File: config.mk
export PLATFORM = sky130hd
export DESIGN_NAME = dmem_copy_engine
export DESIGN_NICKNAME = d
export VERILOG_FILES = /design/src/rtl/dmem_copy_engine_pkg.sv /design/src/rtl/dmem_copy_engine.sv
export SDC_FILE = /design/constraint.sdc
export NUM_CORES = 1
export LEC_CHECK = 0
export CAP_MARGIN = 20
export CORE_UTILIZATION = 45
export CTS_BUF_LIST = sky130_fd_sc_hd__clkbuf_16
export CTS_CLUSTER_SIZE = 10
export DETAILED_ROUTE_END_ITERATION = 8
export PLACE_DENSITY = 0.78
export SKIP_CTS_REPAIR_TIMING = 1
export SLEW_MARGIN = 15
export SYNTH_ARGS = -nofsm -noshare
export SYNTH_HDL_FRONTEND = slang
export SYNTH_SLANG_ARGS = --single-unit
File: constraint.sdc
create_clock -name clk -period 6.4 [get_ports clk]
set_clock_uncertainty 0.15 [all_clocks]
set_input_delay 1.28 -clock clk [delete_from_list [all_inputs] [get_ports clk]]
set_output_delay 1.28 -clock clk [all_outputs]
set_load 0.03 [all_outputs]
File: src/rtl/dmem_copy_engine_pkg.sv
// Shared definitions for the data-memory copy/fill engine.
//   state_t      : engine FSM states
//   *_W_DEF      : default widths for address, data and transfer length
package dmem_copy_engine_pkg;

  localparam int unsigned ADDR_W_DEF = 4;
  localparam int unsigned DATA_W_DEF = 8;
  localparam int unsigned LEN_W_DEF  = 5;

  typedef enum logic [1:0] {
    ST_IDLE  = 2'd0,
    ST_READ  = 2'd1,
    ST_WRITE = 2'd2,
    ST_DONE  = 2'd3
  } state_t;

endpackage

File: src/rtl/dmem_copy_engine.sv
// Data-memory copy/fill engine. Moves len words from src to dst (copy) or
// writes a constant pattern to dst (fill) through a single-port memory
// interface, in strictly ascending word order, and reports a mod-2^DATA_W
// checksum of the words written.
//
// Ports:
//   clk, rst_n   : clock, asynchronous active-low reset
//   start        : request pulse, honoured only while idle
//   fill         : 0 = copy src->dst, 1 = write pattern to dst
//   src, dst     : base addresses (latched at start)
//   len          : word count (latched at start, clamped to memory depth)
//   pattern      : fill value (latched at start)
//   E, WE, Addr, DI : memory enable, write enable, address, write data
//   DO           : memory read data, combinational from Addr
//   busy, done   : transfer in progress / one-cycle completion pulse
//   sum          : checksum of the words written by the last transfer
module dmem_copy_engine
  import dmem_copy_engine_pkg::*;
#(
  parameter int unsigned ADDR_W = ADDR_W_DEF,
  parameter int unsigned DATA_W = DATA_W_DEF,
  parameter int unsigned LEN_W  = LEN_W_DEF
) (
  input  logic              clk,
  input  logic              rst_n,
  input  logic              start,
  input  logic              fill,
  input  logic [ADDR_W-1:0] src,
  input  logic [ADDR_W-1:0] dst,
  input  logic [LEN_W-1:0]  len,
  input  logic [DATA_W-1:0] pattern,
  output logic              E,
  output logic              WE,
  output logic [ADDR_W-1:0] Addr,
  output logic [DATA_W-1:0] DI,
  input  logic [DATA_W-1:0] DO,
  output logic              busy,
  output logic              done,
  output logic [DATA_W-1:0] sum
);

  // Transfers longer than the memory would revisit words; cap at the depth.
  localparam logic [LEN_W-1:0] MAX_LEN = LEN_W'(2 ** ADDR_W);

  state_t            state_q, state_nx;
  logic              fill_q;
  logic [ADDR_W-1:0] src_q, dst_q;
  logic [LEN_W-1:0]  len_q, i_q, i_nx, i_inc, len_clamped;
  logic [DATA_W-1:0] pattern_q;

  logic              e_nx, we_nx, busy_nx, done_nx, load;
  logic [ADDR_W-1:0] addr_nx;
  logic [DATA_W-1:0] di_nx, sum_nx;

  assign len_clamped = (len > MAX_LEN) ? MAX_LEN : len;
  assign i_inc       = i_q + LEN_W'(1);

  // Outputs are registered: each branch sets up the memory cycle that the
  // *next* state will present, so E/WE/Addr/DI line up with state_q.
  always_comb begin
    state_nx = state_q;
    e_nx     = 1'b0;
    we_nx    = 1'b0;
    addr_nx  = Addr;   // held while the memory is disabled
    di_nx    = DI;
    busy_nx  = 1'b0;
    done_nx  = 1'b0;
    i_nx     = i_q;
    sum_nx   = sum;
    load     = 1'b0;
    case (state_q)
      ST_IDLE: begin
        if (start) begin
          load   = 1'b1;
          i_nx   = '0;
          sum_nx = '0;
          if (len_clamped == '0) begin
            state_nx = ST_DONE;
            done_nx  = 1'b1;
          end else if (fill) begin
            state_nx = ST_WRITE;
            e_nx     = 1'b1;
            we_nx    = 1'b1;
            addr_nx  = dst;
            di_nx    = pattern;
            busy_nx  = 1'b1;
          end else begin
            state_nx = ST_READ;
            e_nx     = 1'b1;
            addr_nx  = src;
            busy_nx  = 1'b1;
          end
        end
      end
      ST_READ: begin
        // DO is valid for the read address now; it becomes the write data.
        state_nx = ST_WRITE;
        e_nx     = 1'b1;
        we_nx    = 1'b1;
        addr_nx  = dst_q + i_q[ADDR_W-1:0];
        di_nx    = DO;
        busy_nx  = 1'b1;
      end
      ST_WRITE: begin
        sum_nx = sum + DI;
        i_nx   = i_inc;
        if (i_inc < len_q) begin
          e_nx    = 1'b1;
          busy_nx = 1'b1;
          if (fill_q) begin
            state_nx = ST_WRITE;
            we_nx    = 1'b1;
            addr_nx  = dst_q + i_inc[ADDR_W-1:0];
            di_nx    = pattern_q;
          end else begin
            state_nx = ST_READ;
            addr_nx  = src_q + i_inc[ADDR_W-1:0];
          end
        end else begin
          state_nx = ST_DONE;
          done_nx  = 1'b1;
        end
      end
      ST_DONE: state_nx = ST_IDLE;
      default: state_nx = ST_IDLE;
    endcase
  end

  always_ff @(posedge clk or negedge rst_n) begin
    if (!rst_n) begin
      state_q <= ST_IDLE;
      E       <= 1'b0;
      WE      <= 1'b0;
      Addr    <= '0;
      DI      <= '0;
      busy    <= 1'b0;
      done    <= 1'b0;
      sum     <= '0;
      i_q     <= '0;
    end else begin
      state_q <= state_nx;
      E       <= e_nx;
      WE      <= we_nx;
      Addr    <= addr_nx;
      DI      <= di_nx;
      busy    <= busy_nx;
      done    <= done_nx;
      sum     <= sum_nx;
      i_q     <= i_nx;
    end
  end

  // Transfer operands: pure data, captured only when a start is accepted.
  always_ff @(posedge clk) begin
    if (load) begin
      fill_q    <= fill;
      src_q     <= src;
      dst_q     <= dst;
      len_q     <= len_clamped;
      pattern_q <= pattern;
    end
  end

endmodule

==> flow_summary.toml, run 1 <==
[synth]
syn-num-nets = 323
ys_seq_area_share_pct = 48.8
yosys_most_used_dff = "dfrtp_1"
synth.most_common_cell = "dfrtp_1"
synth_common_cells = "30 x dfrtp_1, 22 x edfxtp_1, 22 x ha_1, 21 x a21oi_1, 21 x inv_1"
async_reset_ff_share_pct = 57.7
synth.top_cell.area_share_pct = 26.0
synth_top_area_cell = "dfrtp_1"
synth_seq_cells = 52
netlist_area_mm2 = 0.00289
synth-edff-count = 22
ys_warn_count = 0
synth_area_leaders = "dfrtp_1 26%, edfxtp_1 23%, ha_1 9.5%"
synth_cell_type_count = 41
netlist_instances = 265
syn_avg_cell_area_um2 = 10.9

[setup_path]
crit_buf_inv = 1
critPathKind = "in -> reg"
crit_required_ps = 6470
critical_path.top_delay_family = "compound AO/OA/AOI/OAI gates"
cp_common_cell = "o21ai_0"
cp_cell_sequence = "clkdlybuf4s50_1 > and2_1 > a21oi_1 > o21ai_0 > o21ai_0"
slowest_delay_ps = 810
path_depth = 5
crit_fanout = 13
end_kind = "register"
worst_path_max_delay_cell = "a21oi_1"
crit_arrival_ps = 3350
crit_path_start_kind = "input pin"
worst-r2r-cell-count = 9

[global_routing]
grt-ovfl-total = 0
grt_first_pass_wirelength_um = 10400
antenna_found_initial = 0
grt_max_degree = 31
grtUsageTotal_pct = 21.0
grt_pass1_vias = 2253

[sta]
rsz0062_at_grt = "no"
slew_headroom_pct = 35.7
worst_pin_slew_ps = 965
period_share_pct = 51.3
finalCriticalPeriod_ps = 3280
slew_violations = 0
hold_violations = 0
fin_ws_ps = 3120
max_freq_mhz = 305
finalSetupTns_ps = 0
setup_viol = 0

[clock_tree]
path_clk_slew_ps = 70
cts.sinks = 52
clk_latency_ps = 290
cts_buffers = 5
cts_max_level = 2
cts_tree = "built"
root_buffer = "clkbuf_16"
clk_path_buf_depth = 2

[pwr]
p_comb_share_pct = 58.3
irDropWorstVdd_uv = 314
pwr-share-clk_pct = 13.2
power_frac_seq_pct = 28.5
internal_power_w = 0.00115
p_sw_w = 0.000891
p_per_area_mw_per_mm2 = 555
sw_frac_of_total_pct = 43.8
p_leak_nw = 1.54

[routing]
drt_iter0_drc = 156
wl_um = 6340
drc_errors = 0
viasPerCell = 5.51
avgRoutedWirePerCell_um = 16.0
highest-signal-layer = "met4"
vias = 2176
drtAntennaViolNets = 0
wl_met3_um = 201
dr_wl_met2_um = 3220
wl_met1_um = 2830
drtPass1Iterations = 4

[min_path]
min_path_type = "reg -> reg"
whs_path_depth = 2

[floorplan]
start_util_pct = 47.7
die_y_um = 82.2
die_w_um = 82.2
dieArea_mm2 = 0.00675
ios = 57
coreArea_mm2 = 0.00606
num_rows = 28

[cells_and_area]
diodes = 0
multiInputGateArea_mm2 = 0.00135
seq_area_mm2 = 0.00141
area_growth_pct = 26.9
drive_gt1_share_pct = 8.13
n_fill_cell = 470
final_nets = 377
fin_cells = 395

[run_status]
status = "completed"

[placed_design]
dp_hpwl_um = 4520
gp_congestion = 0.784
post-place-ws_ps = 2430
dp_cells = 386
portBuffers = 56

[flow_run]
max_cap_violations = 0
-- sequential cells by signal (all words and copies together), names as in the netlist, 2 cells and up --
name / flops
pattern_q: 8
i_q: 5
sum: 8
dst_q: 4
DI: 8
len_q: 5
state_q: 2
src_q: 4
Addr: 4
-- per-layer routing --
| layer | up-vias | GRT usage, % |
|---|---|---|
| met5 | - | 0 |
| met4 | 0 | 8.77 |
| met3 | 8 | 3.74 |
| met2 | 60 | 34.9 |
| met1 | 1049 | 27.1 |
| li1 | 1059 | - |
-- logic make-up (layout without fill, tap and decap cells) --
group / after synthesis / count (layout) / share of synthesized area [%]
AO/OA/AOI/OAI: 77 / 77 / 17.5
XOR/XNOR: 14 / 14 / 4.50
adder cells (fa/ha/maj): 25 / 25 / 11.6
buffers and inverters: 32 / 87 / 4.37
flip-flops: 52 / 52 / 48.8
multiplexers: 13 / 13 / 4.98
AND/OR/NAND/NOR: 52 / 52 / 8.26
-- cell type report --
class,instances,area share [%]
inverters,21,2.15
clock inverters,3,0.614
clock buffers,5,3.41
multi-input cells,181,36.9
well taps,75,2.56
flip-flops and latches,52,38.5
repair buffers,58,15.9
-- final timing paths --
check,from,end,slack (ps)
hold reg to reg,Addr[1],Addr[1],330
setup / recovery,start,i_q[2],3120
setup reg to reg,i_q[0],DI[2],3620
min in group asynchronous,rst_n,sum[2],1230
hold / removal,Addr[1],Addr[1],330
max in group asynchronous,rst_n,i_q[1],4560
-- cells in the final DEF, fill, tap and decap left out, drive strengths merged, types with 3 or more instances in the layout --
cell	netlist	layout
a211oi	3	3
inv	21	22
ha	22	22
nor2b	8	8
o21ai	19	19
clkdlybuf4s50	0	56
xnor2	9	9
dfrtp	30	30
a22o	4	4
nand3	5	5
a221oi	3	3
o31ai	3	3
clkbuf	7	5
a22oi	9	9
a21oi	21	21
nor3	3	3
edfxtp	22	22
nand2	17	17
nor2	15	15
a21o	4	4
fa	3	3
mux2	11	11
a31oi	3	3
xor2	5	5
-- worst register-to-register path: stages, from the launching register on --
cell,delay (ps)
dfrtp_1,500
ha_1,280
xor2_1,250
ha_1,290
a21o_1,190
a31oi_1,190
o21ai_2,140
o21ai_2,170
nand2_2,180
mux2_2,320
-- power by group through the flow --
stage | clock network [W] | logic (W) | registers (W)
floorplan | 0 | 0.000723 | 0.000692
global placement | 0 | 0.00114 | 0.000586
detailed placement | 0 | 0.00118 | 0.000588
CTS | 0.000273 | 0.00119 | 0.000583
global route | 0.000286 | 0.00132 | 0.000598
finish | 0.000269 | 0.00119 | 0.000581
-- stage by stage --
| stage | hold slack [ps] | power [W] | util [%] | instance area (µm²) |
|---|---|---|---|---|
| 2_1_floorplan | 345 | 0.00141 | - | 2890 |
| 3_3_place_gp | 314 | 0.00173 | 57.8 | 3510 |
| 3_5_place_dp | 320 | 0.00176 | 57.8 | 3510 |
| 4_1_cts | 336 | 0.00205 | 60.3 | 3650 |
| 5_1_grt | 362 | 0.00220 | 60.5 | 3670 |
| 6_report | 330 | 0.00204 | 60.5 | 3670 |
Note: power is estimated with default switching activity, not from simulation.
==> run 2, diff against run 1 <==
PLACE_DENSITY = 0.81   (was 0.78)
clock period = 2.64 ns   (was 6.4 ns; I/O delays follow)
==> run 2 against run 1 <==
Net effect:
- final cell count is 1.8% higher
- first-iteration DRC count is 7.1% lower
- final area is 1.7% higher
- sequential cell count stayed put
- wire length is 3.8% higher
- sequential share of layout area is 0.63 points lower
- largest cell class unchanged
==> flow_summary.toml, run 2 (same netlist as run 1, synthesis figures left out) <==
[pwr]
p_leak_nw = 1.56
p_per_area_mw_per_mm2 = 1350
irDropWorstVdd_uv = 679

[setup_path]
critPathKind = "reg -> reg"
cp_cell_sequence = "ha_2 > xor2_2 > ha_1 > a21o_1 > a31oi_1 > o21ai_2 > a211o_4 > o31ai_1"
crit_buf_inv = 0
end_kind = "register"
crit_arrival_ps = 2550
crit_required_ps = 2690
crit_path_start_kind = "register"
critical_path.top_delay_family = "compound AO/OA/AOI/OAI gates"
worst_path_max_delay_cell = "a211o_4"
crit_fanout = 8
reg2reg_slack_ps = 140
slowest_delay_ps = 390

[clock_tree]
clk_path_buf_depth = 2
root_buffer = "clkbuf_16"
cts_max_level = 2
clk_latency_ps = 290
cts_buffers = 5
path_clk_slew_ps = 70
cts.sinks = 52
cts_tree = "built"

[placed_design]
dp_hpwl_um = 4850
post-place-ws_ps = 14.7
postPlaceCellArea_mm2 = 0.00356
gp_congestion = 0.848
portBuffers = 56

[sta]
worst_pin_slew_ps = 1070
slew_headroom_pct = 29.0
max_freq_mhz = 400
setup_viol = 0
fin_ws_ps = 138
slew_violations = 0
period_share_pct = 94.8
finalCriticalPeriod_ps = 2500
hold_violations = 0

[routing]
drtPass1Iterations = 5
drtAntennaViolNets = 0
viasPerCell = 5.54
drc_errors = 0
vias = 2227
wl_um = 6580
drt_iter0_drc = 145
avgRoutedWirePerCell_um = 16.4

[floorplan]
die_y_um = 82.2
die_w_um = 82.2
coreArea_mm2 = 0.00606
ios = 57
start_util_pct = 47.7
dieArea_mm2 = 0.00675
num_rows = 28

[cells_and_area]
final_nets = 384
area_growth_pct = 29.0
final_cell_mix = "56 x clkdlybuf4s50_1, 30 x dfrtp_1, 22 x edfxtp_1"
top_regs = "DI (8), pattern_q (8), sum (8)"
n_fill_cell = 490
diodes = 0
drive_gt1_share_pct = 11.0
mostFrequentLayoutCell = "clkdlybuf4s50_1"
design_area_mm2 = 0.00373

[flow_run]
max_cap_violations = 0

[global_routing]
grt_pass1_vias = 2141
grt_max_degree = 31
grt-ovfl-total = 0
grtUsageTotal_pct = 21.0
antenna_found_initial = 0
grt_first_pass_wirelength_um = 10500

[run_status]
status = "completed"

[min_path]
min_path_type = "reg -> reg"
-- run 2: final timing paths --
kind	cells after the start	endpoint	start
max in group asynchronous	2	Addr[2]	rst_n
worst min register to register	2	Addr[1]	Addr[1]
worst min-delay path	2	Addr[1]	Addr[1]
worst max register to register	8	Addr[3]	i_q[1]
worst max-delay path	8	Addr[3]	i_q[1]
min in group asynchronous	2	busy	rst_n
-- run 2: through the flow --
step / setup TNS [ps] / std cells / utilization [%] / power, W / hold slack, ps
final: 0 / 402 / 61.5 / 0.00503 / 353
after global routing: -0.987 / 402 / 61.5 / 0.00541 / 386
after CTS: 0 / 401 / 61.1 / 0.00500 / 350
after detailed placement: 0 / 393 / 58.7 / 0.00434 / 328
after global placement: 0 / 393 / 58.7 / 0.00422 / 332
after floorplan: 0 / 265 / - / 0.00343 / 82.4
-- run 2: layer usage --
metal | global-route usage [%] | share of wire, % | vias to the layer above
met5 | 0 | 0 | -
met4 | 10.2 | 2.0 | 0
met3 | 3.85 | 4.1 | 11
met2 | 33.0 | 49 | 66
met1 | 27.9 | 44 | 1079
li1 | - | - | 1071
-- run 2: layout make-up --
class / instances / area, µm² / area share, %
Timing Repair Buffer: 65 / 628 / 16.8
Tap cell: 75 / 93.8 / 2.52
Sequential cell: 52 / 1410 / 37.8
Inverter: 21 / 78.8 / 2.11
Clock buffer: 5 / 125 / 3.35
Multi-Input combinational cell: 181 / 1370 / 36.8
Clock inverter: 3 / 18.8 / 0.503
-- run 2: worst register-to-register path: cells and delay by family (launching register included) --
kind                     cells  cell delay, ps
flip-flops                   1             380
XOR/XNOR                     1             210
adder cells (fa/ha/maj)      2             520
AO/OA/AOI/OAI                5            1130
-- run 2: power by group --
| group | switching (W) | internal, W |
|---|---|---|
| Sequential | 0.000240 | 0.00116 |
| Clock | 0.000297 | 0.000348 |
| Combinational | 0.00168 | 0.00130 |
